===== src/rtl/lcd_capture.sv =====
// lcd_capture: snoops an HD44102-style multi-chip LCD bus and turns data writes into framebuffer writes.
module lcd_capture #(
  parameter int LCD_MODULES     = 10,
  parameter int MODULES_PER_ROW = 5,
  parameter int X_PER_MODULE    = 50,
  parameter int MAX_X           = 240
) (
  input  logic                   clk,
  input  logic                   reset,
  input  logic [7:0]             data_pin,
  input  logic [LCD_MODULES-1:0] cs_pin,
  input  logic                   di_pin,
  input  logic                   rw_pin,
  input  logic                   enable_pin,
  input  logic                   reset_pin,
  output logic                   fb_we,
  output logic [7:0]             fb_x,
  output logic [2:0]             fb_y,
  output logic [7:0]             fb_data,
  output logic                   frame_strobe,
  output logic [LCD_MODULES-1:0] display_on
);
  localparam int SW = LCD_MODULES + 12;
  localparam int MW = $clog2(LCD_MODULES);

  logic [SW-1:0] s1, s2;
  logic s3_en;
  logic [7:0] d2;
  logic [LCD_MODULES-1:0] cs2;
  logic di2, rw2, en2, rp2;

  logic cap_v, cap_di;
  logic [7:0] cap_d;
  logic [LCD_MODULES-1:0] cap_cs;

  logic [LCD_MODULES-1:0][5:0] col;
  logic [LCD_MODULES-1:0][1:0] page;
  logic [LCD_MODULES-1:0][1:0] start_page_unused;
  logic [LCD_MODULES-1:0] up;

  logic [MW-1:0] wm;
  logic [5:0] wcol;
  logic [1:0] wpage;
  int wx;
  logic wok, lower;

  assign {d2, cs2, di2, rw2, en2, rp2} = s2;

  always_ff @(posedge clk or negedge reset)
    if (!reset) begin
      s1    <= '0;
      s2    <= '0;
      s3_en <= 1'b0;
    end else begin
      s1    <= {data_pin, cs_pin, di_pin, rw_pin, enable_pin, reset_pin};
      s2    <= s1;
      s3_en <= en2;
    end

  // Bus is sampled from the same synchroniser stage that shows enable low.
  always_ff @(posedge clk or negedge reset)
    if (!reset) begin
      cap_v  <= 1'b0;
      cap_di <= 1'b0;
      cap_d  <= '0;
      cap_cs <= '0;
    end else begin
      cap_v  <= s3_en && !en2 && rp2 && !rw2 && |cs2;
      cap_di <= di2;
      cap_d  <= d2;
      cap_cs <= cs2;
    end

  always_comb begin
    wm = '0;
    for (int i = LCD_MODULES - 1; i >= 0; i--)
      if (cap_cs[i]) wm = MW'(i);
    wcol  = col[wm];
    wpage = page[wm];
    wx    = (int'(wm) % MODULES_PER_ROW) * X_PER_MODULE + int'(wcol);
    wok   = int'(wcol) < X_PER_MODULE && wx < MAX_X;
    lower = int'(wm) >= MODULES_PER_ROW;
  end

  always_ff @(posedge clk or negedge reset)
    if (!reset) begin
      fb_we             <= 1'b0;
      fb_x              <= '0;
      fb_y              <= '0;
      fb_data           <= '0;
      frame_strobe      <= 1'b0;
      col               <= '0;
      page              <= '0;
      start_page_unused <= '0;
      up                <= '1;
      display_on        <= '0;
    end else if (!rp2) begin
      fb_we             <= 1'b0;
      frame_strobe      <= 1'b0;
      col               <= '0;
      page              <= '0;
      start_page_unused <= '0;
      up                <= '1;
      display_on        <= '0;
    end else begin
      fb_we        <= cap_v && cap_di && wok;
      frame_strobe <= cap_v && !cap_di && cap_cs[0] && cap_d == 8'h00;
      if (cap_v && cap_di && wok) begin
        fb_x    <= wx[7:0];
        fb_y    <= {lower, wpage};
        fb_data <= cap_d;
      end
      for (int i = 0; i < LCD_MODULES; i++)
        if (cap_v && cap_cs[i]) begin
          if (cap_di) col[i] <= up[i] ? col[i] + 6'd1 : col[i] - 6'd1;
          else if (cap_d[7:1] == 7'h1C) display_on[i] <= cap_d[0];
          else if (cap_d[7:1] == 7'h1D) up[i] <= cap_d[0];
          else if (cap_d[5:0] == 6'h3E) start_page_unused[i] <= cap_d[7:6];
          else {page[i], col[i]} <= cap_d;
        end
    end
endmodule


===== config.mk =====
export PLATFORM = sky130hd
export DESIGN_NAME = lcd_capture
export DESIGN_NICKNAME = d
export VERILOG_FILES = /design/src/rtl/lcd_capture.sv
export SDC_FILE = /design/constraint.sdc
export NUM_CORES = 1
export LEC_CHECK = 0
export ABC_AREA = 1
export ABC_CLOCK_PERIOD_IN_PS = 6800
export CORE_MARGIN = 2
export CORE_UTILIZATION = 57
export CTS_CLUSTER_DIAMETER = 150
export DETAILED_ROUTE_END_ITERATION = 10
export HOLD_SLACK_MARGIN = 0.08
export PLACE_DENSITY = 0.83
export SETUP_SLACK_MARGIN = 0.2
export SYNTH_ARGS = -nofsm -noshare
export SYNTH_HDL_FRONTEND = slang
export SYNTH_SLANG_ARGS = --single-unit
export TNS_END_PERCENT = 100

===== constraint.sdc =====
create_clock -name clk -period 6.8 [get_ports clk]
set_input_delay 0.68 -clock clk [delete_from_list [all_inputs] [get_ports clk]]
set_output_delay 0.68 -clock clk [all_outputs]
set_load 0.01 [all_outputs]

# After elaboration in Yosys (flattened, before gate mapping)
# Index checks and enable logic that the tools add are counted.
[word_totals]
reg_bits = 186
input_bits = 24
output_inout_bits = 31
word_cells = 259
[op_classes]
n_addsub = 21
mul = 1
div_mod_pow = 1
order_cmp = 4
eq_ne = 22
n_mux = 92
reduce_logical = 66
[op_table]
columns = ["operator", "n"]
rows = [
  ["two-way mux 6 bit", 34],
  ["AND reduction 4 bit", 20],
  ["adder 6 x 1 -> 6 bit, second input constant", 10],
  ["two-way mux 60 bit", 1],
  ["subtractor 6 x 1 -> 6 bit, second input constant", 10],
  ["AND reduction 5 bit", 10],
  ["two-way mux 4 bit", 10],
  ["adder 32 x 7 -> 32 bit", 1],
  ["< comparator 32 x 9 -> 1 bit, second input constant", 1],
  ["remainder unit 5 x 4 -> 32 bit, second input constant", 1],
  ["multiplier 32 x 6 -> 31 bit, second input constant", 1],
  ["two-way mux 2 bit", 15],
  ["AND reduction 3 bit", 10],
  ["two-way mux 1 bit", 27],
  ["binary-select mux 6 bit (select 4 bit)", 1],
  ["inequality test 2 x 1 -> 1 bit, second input constant", 12],
  ["logical AND 1 bit", 20],
  ["two-way mux 10 bit", 2],
  ["two-way mux 20 bit", 1],
  ["== test 7 x 5 -> 1 bit, second input constant", 2],
  ["OR reduction 10 bit", 1],
  ["inequality test 3 bit, second input constant", 3],
  ["binary-select mux 2 bit (select 4 bit)", 1],
  ["logical NOT 8 bit", 1],
  ["7 further kinds", 12],
]

# Longest topological paths before layout
[logic_depth]
ltp_word = 17
depth_mapped = 55

# Worst setup path before layout
# Ideal clock, no wire load.
[synth_path]
path_kind = "register to register"
from = "register cap_cs[0]"
to = "register fb_x[0]"
arrival_ps = 6717
setup_slack_ps = 17
path_stages_with_launch = 50
cell_sequence = "dfrtp_1 -> inv_2 -> nand4_2 -> nor2_2 -> inv_4 -> clkbuf_1 -> ha_1 -> inv_1 -> nor2_4 -> inv_2 -> nand2_1 -> inv_1 -> ha_1 -> inv_1 -> nand2_2 -> nand3_4 -> nand3_4 -> buf_1 -> [14 not listed] -> nand2_1 -> xor2_1 -> nand2_1 -> nor2_1 -> nand2_1 -> nor2_1 -> nand4_1 -> nand2_1 -> inv_1 -> nor2_1 -> nand2_1 -> nor2_1 -> nand3_1 -> nand2_1 -> buf_6 -> buf_6 -> nand3_1 -> nand2_1"
[synth_via]
elab_chain_len = 8
[synth_rtl]
columns = ["element", "line", "source"]
rows = [
  ["start: declaration", "34", "logic [LCD_MODULES-1:0] cap_cs;"],
  ["start signal: assignment", "71", "cap_cs <= cs2;"],
  ["two-way mux 4 bit *", "77", "if (cap_cs[i]) wm = MW'(i);"],
  ["remainder unit 5 x 4 -> 32 bit / binary-select mux 6 bit (select 4 bit) (equally long branches)", "80, 78", ""],
  ["multiplier 32 x 6 -> 31 bit / two-way mux 6 bit (equally long branches)", "80, 78", ""],
  ["adder 32 x 7 -> 32 bit", "80", "wx = (int'(wm) % MODULES_PER_ROW) * X_PER_MODULE + int'(wcol);"],
  ["< comparator 32 x 9 -> 1 bit", "81", "wok = int'(wcol) < X_PER_MODULE && wx < MAX_X;"],
  ["logical AND 1 bit", "81", ""],
  ["logical AND 1 bit", "108", "if (cap_v && cap_di && wok) begin"],
  ["AND reduction 2 bit (no line)", "--", ""],
  ["end signal: assignment", "109", "fb_x <= wx[7:0];"],
  ["end: declaration", "17", "output logic [7:0] fb_x,"],
]
# Mark *: on every way between the ends. The rest lies on a longest branch, timed or not. The select of a mux whose other input is x is not followed.
# A chain may end at the register's enable or synchronous reset.

# Worst setup path after layout
[layout_path]
from = "register cap_cs[6]"
to = "register fb_x[0]"
[layout_via]
elab_chain_len = 14
[layout_rtl]
columns = ["element", "line"]
rows = [
  ["two-way mux 4 bit * (7 in series)", "77"],
  ["remainder unit 5 x 4 -> 32 bit / binary-select mux 6 bit (select 4 bit) (equally long branches)", "80, 78"],
  ["multiplier 32 x 6 -> 31 bit / two-way mux 6 bit (equally long branches)", "80, 78"],
  ["adder 32 x 7 -> 32 bit", "80"],
  ["< comparator 32 x 9 -> 1 bit", "81"],
  ["logical AND 1 bit", "81"],
  ["logical AND 1 bit", "108"],
  ["AND reduction 2 bit (no line)", "--"],
]
# Marked as above.

==> out/qor.csv <==
stage,metric,value,unit
outcome,status,completed,
die,Initial Util,0.581,
timing,Final Critical Period,6770,ps
power_and_ir_drop,Sw Share,0.364,
synth,area fraction of the dominant cell type after synthesis,0.312,
power_and_ir_drop,power density cells,193,nW/um^2
critical_path,Critical Path Start Type,flop,
placed_design,RePlAce Congestion,0.944,
timing,Final WS setup,30.3,ps
drt,Vias/cell,5.87,
critical_path,critical path peak fanout,7,
drt,Post-route DRC,0,
drt,DRT antenna net count,0,
synth,most common cell in the netlist,nand2_1,
die,full die area,26100,um^2
timing,Worst-Margin Slew,1370,ps
synth,post-synth cell types,53,
power_and_ir_drop,Net Sw Power,0.00119,W
clock_network,CTS sink count,186,
placed_design,port bufs,54,
synth,number of synthesized flops with an enable pin,0,
synth,Syn Std Cell Area,14100,um^2
placed_design,DP HPWL,28400,um
critical_path,CP dominant cell by count,nand2_1,
clock_network,Clock Pin Slew Worst Setup and Hold Paths,80,ps
die,num ports,55,
critical_path,reg2reg start,cap_cs[6],
global_routing,vias in the first global route,13200,
global_routing,Overflow after GRT,0,
drt,iteration count of the initial detailed-routing pass,7,
critical_path,family with the most delay on the worst path,simple AND/OR/NAND/NOR gates,
critical_path,worst path arrival time,7110,ps
clock_network,CTS tree,built,
synth,main combinational cell family by area after synthesis,simple AND/OR/NAND/NOR gates,
clock_network,H-Tree Depth,4,
placed_design,pre-CTS setup slack,-227,ps
timing,Final period util,0.996,
clock_network,Num CTS Buffers,17,
synth,Seq cells post-synth,186,
power_and_ir_drop,Tot Pwr,0.00327,W
synth,Syn Area/Cell,7.56,um^2
finish,share of cells above drive strength 1,0.164,
global_routing,gr usage total,0.307,
global_routing,largest net degree at the start of global routing,91,
synth,synth cell count leaders,"376 x nand2_1, 302 x inv_1, 176 x dfrtp_1",
synth,Mapped Cells,1870,
clock_network,CTS max path bufs,2,
global_routing,initial antenna violation count,0,
synth,mux share of post-synthesis cell area,0.00142,
die,die width,161,um
critical_path,CP Class,flop to flop,
drt,Vias,13700,
timing,Slew headroom,0.0782,
power_and_ir_drop,LEAKAGE,8.53,nW
synth,cell accounting for the most synthesized area,dfrtp_1,
timing,Slew Limit Fails,0,
clock_network,Clock Latency Late Sink,450,ps
synth,Synth Area in XOR/XNOR,0.0347,
synth,Most used DFF post-synth,dfrtp_1,
timing,fmax,148,MHz
placed_design,Placed Cells,2245,
power_and_ir_drop,internal power,0.00208,W
finish,Layout Nets,2174,
power_and_ir_drop,sequential power share,0.403,
timing,Fin. Hold Viols,0,
die,Core Box Area,24300,um^2
critical_path,Slowest cell on crit path,fa_1,
drt,initial DRC count,1250,
die,row cnt,57,
synth,Compound-Gate Fraction of Synth Area,0.134,
critical_path,WP buf/inv,10,
synth,Post-Synth Adder-Cell Area,0.161,
critical_path,Critical Path RT,7140,ps
critical_path,CP endpoint kind,flop,
timing,Worst Clk Skew,18.3,ps
flow_run,maxcap violations,0,
die,die height,161,um
critical_path,Critical Path Source,cap_cs[6],
synth,sequential area share after synthesis,0.330,
finish,fin cells,2325,
synth,top post-synthesis cells by area,"dfrtp_1 31%, ha_1 11%, nand2_1 10%",
timing,RSZ-0062 raised after global routing,true,
global_routing,first-pass GRT wire length,64200,um
hold_path,worst hold-check path type,input port to async pin,
timing,Setup-failing EPs final,0,
synth,Simple-Gate Fraction of Synth Area,0.241,
power_and_ir_drop,Comb pwr share,0.286,
finish,area grow syn2layout,20.2,%
synth,Post-Syn Nets,2056,
finish,diode count,0,
drt,average routed wire per standard cell,17.8,um
power_and_ir_drop,clock share of power,0.311,
synth,asr flop ratio synth,1.00,
clock_network,CTS root buf,clkbuf_16,
clock_network,# hold bufs at CTS,0,
power_and_ir_drop,peak supply drop,0.244,mV
critical_path,Worst path max stage delay,500,ps
synth,number of synthesis warnings,0,
drt,DRT Wirelength,41500,um
[power by group through the flow]
stage | clock network (W) | registers [W] | logic (W)
after floorplan | 0 | 0.00131 | 0.000584
after global placement | 0 | 0.00133 | 0.000814
after detailed placement | 0 | 0.00133 | 0.000853
after CTS | 0.00103 | 0.00131 | 0.000883
after global routing | 0.00107 | 0.00133 | 0.00104
final | 0.00102 | 0.00132 | 0.000937
[metrics by stage]
step / utilization / hold slack (ps) / cell area, um^2 / setup TNS (ps)
2_1_floorplan: - / 331 / 14100 / 0
3_3_place_gp: 0.625 / 332 / 15200 / -1560
3_5_place_dp: 0.625 / 335 / 15200 / -4230
4_1_cts: 0.670 / 335 / 16300 / 0
5_1_grt: 0.699 / 353 / 17000 / -6200
6_report: 0.699 / 304 / 17000 / 0
[final timing paths]
check,to,slack (ps),cells past startpoint
max in group asynchronous,s2[8],5280,2
setup / recovery,fb_x[0],30,46
min in group clk,cap_d[4],340,0
setup reg to reg,fb_x[0],30,46
hold / removal,col[43],300,1
hold reg to reg,cap_d[4],340,0
[layer usage]
layer / GRT usage / routed length (um) / up-vias
met5: 0 / 0 / -
met4: 0.127 / 2110 / 0
met3: 0.0465 / 3160 / 193
met2: 0.542 / 20400 / 679
met1: 0.377 / 15800 / 6449
li1: - / - / 6333
[sequential cells by signal (all words and copies together), names as in the netlist, 10 cells and up]
signal and cells:
display_on 10, col 60, up 10, s1 22, page 20, cap_cs 10
s2 22
[kinds of logic (layout without fill, tap and decap cells)]
group	count (synthesis)	count (layout)
AOI/OAI and AO/OA	333	333
and+or+nand+nor	775	776
buffers and inverters	356	486
DFF	186	186
muxes	2	2
adders and majority gates	162	162
xor gates and xnor gates	56	56
[layout by cell type, fill, tap and decap left out, types with 17 or more instances in the layout]
| cell type | instances |
|---|---|
| o31ai_1 | 21 |
| inv_2 | 20 |
| ha_4 | 25 |
| a21oi_1 | 101 |
| fa_1 | 32 |
| buf_4 | 77 |
| a31oi_1 | 21 |
| xnor2_1 | 17 |
| dfrtp_1 | 176 |
| nand2_2 | 38 |
| nand3_1 | 140 |
| clkdlybuf4s50_1 | 53 |
| nand2_1 | 341 |
| o21ai_0 | 111 |
| inv_1 | 288 |
| nor2_1 | 126 |
| ha_1 | 103 |
| nor2_2 | 25 |
| xor2_1 | 30 |
| clkbuf_16 | 17 |
[final cells by class]
class                   instances  area [um^2]
inverters                     314         1190
fillers                      1784         7320
clock inverters                15          185
clock buffers                  17          425
multi-input cells            1329         8900
well taps                     324          405
repair buffers                140         1230
flip-flops and latches        186         4670
[what timing repair did]
action / CTS / global route
cloned: 3 / 1
pin swaps: 19 / 63
resized for setup: 55 / 140
setup endpoints to repair: 20 / 20
setup buffers: 26 / 18
(Power assumes the default switching activity.)
